### src/rtl/serial_chunk_adder.sv
// serial_chunk_adder: multi-cycle adder that sums two WIDTH-bit operands plus a
// carry-in CHUNK bits per clock. The carry between chunks is held in a register.
// The handshake is start/busy/done. Results are held on sum/cout/ovf until the next done.
//
// Ports:
//   clk    - system clock, rising edge
//   rst    - synchronous active-high reset; aborts any operation in flight
//   start  - request, sampled only while idle
//   a, b   - operands, captured on the accepting edge
//   cin    - carry-in, captured on the accepting edge
//   sub    - (only with SERIAL_ADDER_SUB_EN) 1 = compute a - b, captured with operands
//   busy   - high while an operation is in progress
//   done   - one-cycle pulse, result valid
//   sum    - result modulo 2^WIDTH
//   cout   - carry out of the MSB (no-borrow flag when subtracting)
//   ovf    - two's-complement signed overflow
//
// Optional feature macro: SERIAL_ADDER_SUB_EN adds the sub input (a + ~b + 1).

module serial_chunk_adder #(
    parameter int unsigned WIDTH = 16,
    parameter int unsigned CHUNK = 4
) (
    input  logic             clk,
    input  logic             rst,
    input  logic             start,
    input  logic [WIDTH-1:0] a,
    input  logic [WIDTH-1:0] b,
    input  logic             cin,
`ifdef SERIAL_ADDER_SUB_EN
    input  logic             sub,
`endif
    output logic             busy,
    output logic             done,
    output logic [WIDTH-1:0] sum,
    output logic             cout,
    output logic             ovf
);

    localparam int unsigned NCHUNK = WIDTH / CHUNK;
    localparam int unsigned IDXW   = (NCHUNK > 1) ? $clog2(NCHUNK) : 1;

    typedef enum logic [0:0] {
        ST_IDLE = 1'b0,
        ST_RUN  = 1'b1
    } state_e;

    state_e            state_q, state_d;
    logic [IDXW-1:0]   idx_q, idx_d;
    logic              carry_q, carry_d;
    logic [WIDTH-1:0]  a_q, a_d;
    logic [WIDTH-1:0]  b_q, b_d;
    logic [WIDTH-1:0]  work_q, work_d;
    logic              a_msb_q, a_msb_d;
    logic              b_msb_q, b_msb_d;
    logic [WIDTH-1:0]  sum_q, sum_d;
    logic              cout_q, cout_d;
    logic              ovf_q, ovf_d;
    logic              done_q, done_d;
    logic              busy_q, busy_d;

    logic [WIDTH-1:0]  b_in_c;
    logic              cin_in_c;
    logic [CHUNK:0]    chunk_res_c;

    // Operand B and initial carry as latched: subtraction folds into a + ~b + 1
`ifdef SERIAL_ADDER_SUB_EN
    assign b_in_c   = sub ? ~b : b;
    assign cin_in_c = sub ? 1'b1 : cin;
`else
    assign b_in_c   = b;
    assign cin_in_c = cin;
`endif

    // Narrow adder always works on the low chunk; a_q/b_q shift right each RUN cycle
    assign chunk_res_c = (CHUNK+1)'(a_q[CHUNK-1:0])
                       + (CHUNK+1)'(b_q[CHUNK-1:0])
                       + (CHUNK+1)'(carry_q);

    // Next-state and output logic
    always_comb begin
        state_d = state_q;
        idx_d   = idx_q;
        carry_d = carry_q;
        a_d     = a_q;
        b_d     = b_q;
        work_d  = work_q;
        a_msb_d = a_msb_q;
        b_msb_d = b_msb_q;
        sum_d   = sum_q;
        cout_d  = cout_q;
        ovf_d   = ovf_q;
        done_d  = 1'b0;
        busy_d  = busy_q;

        case (state_q)
            ST_IDLE: begin
                if (start) begin
                    a_d     = a;
                    b_d     = b_in_c;
                    carry_d = cin_in_c;
                    a_msb_d = a[WIDTH-1];
                    b_msb_d = b_in_c[WIDTH-1];
                    work_d  = '0;
                    idx_d   = '0;
                    busy_d  = 1'b1;
                    state_d = ST_RUN;
                end
            end
            ST_RUN: begin
                a_d     = a_q >> CHUNK;
                b_d     = b_q >> CHUNK;
                carry_d = chunk_res_c[CHUNK];
                // New chunk enters at the top; after NCHUNK steps chunk 0 sits at the bottom
                work_d  = (work_q >> CHUNK)
                        | (WIDTH'(chunk_res_c[CHUNK-1:0]) << (WIDTH - CHUNK));
                idx_d   = idx_q + IDXW'(1);
                if (idx_q == IDXW'(NCHUNK - 1)) begin
                    sum_d   = work_d;
                    cout_d  = chunk_res_c[CHUNK];
                    ovf_d   = (a_msb_q == b_msb_q) && (work_d[WIDTH-1] != a_msb_q);
                    done_d  = 1'b1;
                    busy_d  = 1'b0;
                    idx_d   = '0;
                    state_d = ST_IDLE;
                end
            end
            default: begin
                state_d = ST_IDLE;
                busy_d  = 1'b0;
            end
        endcase
    end

    // State and output registers
    always_ff @(posedge clk) begin
        if (rst) begin
            state_q <= ST_IDLE;
            idx_q   <= '0;
            carry_q <= 1'b0;
            a_q     <= '0;
            b_q     <= '0;
            work_q  <= '0;
            a_msb_q <= 1'b0;
            b_msb_q <= 1'b0;
            sum_q   <= '0;
            cout_q  <= 1'b0;
            ovf_q   <= 1'b0;
            done_q  <= 1'b0;
            busy_q  <= 1'b0;
        end else begin
            state_q <= state_d;
            idx_q   <= idx_d;
            carry_q <= carry_d;
            a_q     <= a_d;
            b_q     <= b_d;
            work_q  <= work_d;
            a_msb_q <= a_msb_d;
            b_msb_q <= b_msb_d;
            sum_q   <= sum_d;
            cout_q  <= cout_d;
            ovf_q   <= ovf_d;
            done_q  <= done_d;
            busy_q  <= busy_d;
        end
    end

    assign busy = busy_q;
    assign done = done_q;
    assign sum  = sum_q;
    assign cout = cout_q;
    assign ovf  = ovf_q;

endmodule

### config.mk
export PLATFORM = sky130hd
export DESIGN_NAME = serial_chunk_adder
export DESIGN_NICKNAME = d
export VERILOG_FILES = /design/src/rtl/serial_chunk_adder.sv
export SDC_FILE = /design/constraint.sdc
export NUM_CORES = 1
export LEC_CHECK = 0
export CORE_MARGIN = 2
export CORE_UTILIZATION = 40
export CTS_CLUSTER_DIAMETER = 40
export DETAILED_ROUTE_END_ITERATION = 7
export PLACE_DENSITY = 0.76
export SYNTH_ARGS = -nofsm -noshare
export SYNTH_HDL_FRONTEND = slang
export SYNTH_SLANG_ARGS = --single-unit
### constraint.sdc
create_clock -name clk -period 2.3 [get_ports clk]
set_clock_uncertainty 0.15 [all_clocks]
set_input_delay 0.46 -clock clk [delete_from_list [all_inputs] [get_ports clk]]
set_output_delay 0.46 -clock clk [all_outputs]
set_load 0.03 [all_outputs]
# == Word level (Yosys, flattened, before mapping) ==
# Index checks and enable logic that the tools add are counted.
# classes
add_sub_neg,3
n_eq_ne,5
n_mux,18
n_reduce_logical,5
n_bitwise,2
# op_table
op,n
$pmux W16 S2,3
$mux W16,3
$or A12 B16 Y16,1
$mux W1,6
$pmux W1 S2,3
$reduce_and A2 Y1,3
$add A4 B4 Y5,1
$add A5 B1 Y5,1
$mux W2,2
$pmux W2 S2,1
$add A2 B1 Y2 const B,1
$eq A2 B2 Y1 const B,1
$ne A2 B1 Y1 const B,1
$ne A2 B2 Y1 const B,1
$reduce_or A2 Y1,1
$eq A1 B1 Y1,1
$logic_and A1 B1 Y1,1
$ne A1 B1 Y1,1
$not A1 Y1,1
# word_totals
reg_bits,74
output_inout_bits,20
in_bits,36
wordCells,46

# == Longest topological paths before layout ==
# logic_depth
word_depth,5
depth_mapped,6
depth_no_buf,5

# == Worst setup path after synthesis ==
# No wires, ideal clock.
# synth_timing
path_type,reg2reg
startpoint,register carry_q
endpoint,register carry_q
setup_ns,0.137
n_path_buf,0
path_stages_with_launch,6
synth_period_minus_slack_ns,1.844
required_time_ns,2.013
path_slack_ns,0.456
t_arrival_ns,1.557
path_cell_list,dfxtp_1 fa_1 fa_1 a21o_1 a21oi_1 a211oi_1
# synth_between
elab_chain_cells,2
# synth_lines
item,line_no,rtl
from (decl),50,"logic carry_q, carry_d;"
from (signal assigned),154,carry_q <= carry_d;
$add A5 B1 Y5,78,+ (CHUNK+1)'(carry_q);
$pmux W1 S2,96,case (state_q)
# No other way between the ends.
# A chain may end at the register's enable or synchronous reset.

# == Worst setup path in the final report ==
# layout_timing
startpoint,"register cout_q, in the netlist cout"
endpoint,output port cout
# layout_lines
item,line_no,rtl
from (decl),57,"logic cout_q, cout_d;"
from (signal assigned),161,cout_q <= cout_d;
to (decl),36,"output logic cout,"
# No word-level cell between the ends.

==> flow_summary.json <==
{
  "grt_start_max_net_pins": 41,
  "path_max_fanout": 2,
  "grt_usage_pct": 15.7,
  "setup-violations-final": 0,
  "wl_per_cell_um": 12.7,
  "cp.arrival_ps": 1380,
  "path_buf_inv": 1,
  "avgViaCountPerCell": 4.96,
  "ys_seq_area_share_pct": 49.0,
  "cp.required_ps": 1690,
  "status": "completed",
  "syn_area_um2": 2860,
  "numCtsBuffers": 9,
  "cts.sinks": 70,
  "gp_congestion": 0.806,
  "htreeDepth": 3,
  "die_w_um": 88.6,
  "ys.flop_type": "dfxtp_1",
  "clk_pin_slew_worst_paths_ps": 60,
  "synth-seq-cells": 70,
  "wl_mm": 5.73,
  "leakage_nw": 1.52,
  "io_pins": 56,
  "grt_pass1_wl_mm": 9.34,
  "post_cts_buffers": 0,
  "nNetsFinal": 394,
  "synth_warnings": 0,
  "num_vias": 2238,
  "num_rows": 30,
  "postSynthAreaPerCell_um2": 9.47,
  "fillers": 654,
  "first_pass_iters": 4,
  "end_kind": "primary output",
  "pwr_density_cell_nw_per_um2": 661,
  "max-vdd-ir-drop_v": 0.000292,
  "crit_slowest_cell": "clkdlybuf4s50_1",
  "worstSkewPairLatency_ps": 340,
  "final.setup.tns_ps": 0,
  "maxSlewHeadroom_pct": 75.8,
  "drtAntennaViolNets": 0,
  "portBuffers": 55,
  "syn_inst": 302,
  "die_area_um2": 7840,
  "async_flop_share_pct": 0,
  "finalPower_mw": 2.39,
  "period_share_pct": 86.4,
  "antenna_found_initial": 0,
  "path_cells": "clkdlybuf4s50_1",
  "slowest_delay_ps": 690,
  "drc": 0,
  "n_antenna_cell": 0,
  "root_buffer": "clkbuf_8",
  "hold_viol_final": 0,
  "synth_cell_types": 34,
  "dpl.hpwl_mm": 4.14,
  "clockBufferDepth": 2,
  "tightest_slew_ps": 363,
  "grt-ovfl-total": 0,
  "cp_top_family": "buffers and inverters",
  "max_cap_viol_count": 0,
  "grt_setup_unrepaired": "no",
  "die_h_um": 88.6,
  "hold_class": "flip-flop to flip-flop",
  "layout-drive-gt1-share_pct": 7.89,
  "cts-resized-gates": 0,
  "areaGrowthSynthToFinish_pct": 26.6,
  "drv_slew": 0,
  "synth-edff-count": 0,
  "core_region_area_um2": 6870,
  "cts_tree": "yes",
  "fin_crit_ps": 1990,
  "start_util_pct": 41.6,
  "first_global_vias": 2023,
  "initialDrtViolationCount": 59,
  "holdBufCountCts": 0,
  "worstSetupStartpointType": "flip-flop",
  "worstSetupPathType": "flip-flop to primary output",
  "synthesis.nets": 344,
  "fmax_ghz": 0.503
}
## area by class of cell
| cell class | count | area [um2] | share of cell area [%] |
|---|---|---|---|
| clock inverters | 2 | 10.0 | 0.276 |
| well taps | 96 | 120 | 3.32 |
| repair buffers | 63 | 606 | 16.7 |
| flip-flops and latches | 70 | 1400 | 38.7 |
| clock buffers | 12 | 145 | 4.01 |
| inverters | 2 | 7.51 | 0.207 |
| multi-input cells | 206 | 1330 | 36.8 |
## cells by family after synthesis
| group | synth area share [%] |
|---|---|
| buffers and inverters | 4.46 |
| xor gates and xnor gates | 0.613 |
| adders and majority gates | 3.15 |
| DFF | 49.0 |
| muxes | 12.6 |
| and+or+nand+nor | 16.0 |
| AOI/OAI and AO/OA | 14.2 |
## metal layers
layer  share of wire, %  track usage (%)
met3                4.5             3.54
met1                 47             19.3
met5                  0                0
met4                2.1             8.26
met2                 46             25.5
## final timing paths
check	from	end	slack [ps]	depth (start not counted)
min reg2reg	sum[13]$_SDFFE_PP0P_	sum[13]$_SDFFE_PP0P_	320	1
max	cout$_SDFFE_PP0P_	cout	310	1
max reg2reg	carry_q$_SDFFE_PP0P_	work_q[15]$_SDFFE_PP0P_	390	5
min	sum[13]$_SDFFE_PP0P_	sum[13]$_SDFFE_PP0P_	320	1
## through the flow
step	setup slack, ps	cells	hold WS (ps)	area, um2	util [%]
global route	268	451	340	3620	52.7
detailed placement	320	437	306	3470	50.5
CTS	297	451	328	3620	52.7
floorplan	456	302	291	2860	-
finish	314	451	322	3620	52.7
global placement	352	437	301	3470	50.5
## state kept, by name, summed over array words and instances, names as in the netlist, 2 cells and up
signal,cells
sum,16
a_q,16
work_q,12
b_q,16
idx_q,2
## synth_stat cells (2+ instances only)
master	number	area share [%]
a211oi_1	2	0.52
a21o_1	2	0.52
a21oi_1	38	6.6
a22o_1	16	4.9
buf_1	6	0.79
buf_2	9	1.6
buf_4	3	0.79
clkbuf_1	5	0.66
dfxtp_1	70	49
fa_1	2	1.4
ha_1	4	1.7
mux2i_1	36	13
nand2_1	3	0.39
nor2_1	74	9.7
nor2b_1	2	0.44
nor3b_1	12	3.1
## cell usage in the layout, fill, tap and decap left out, drive strengths merged, types with 3 or more instances in the layout
cell type | synthesis | layout
nor2 | 74 | 74
clkdlybuf4s50 | 0 | 54
ha | 4 | 4
nor3b | 12 | 12
a22o | 16 | 16
mux2i | 36 | 36
a21oi | 39 | 39
clkbuf | 5 | 12
nand2 | 3 | 3
dfxtp | 70 | 70
buf | 19 | 9
## power breakdown
part | internal (mW) | leakage [nW] | switching [mW]
registers | 1.26 | 0.570 | 0.0356
clock network | 0.406 | 0.0821 | 0.416
logic | 0.141 | 0.868 | 0.137
Power figures use the tool's default switching activity.
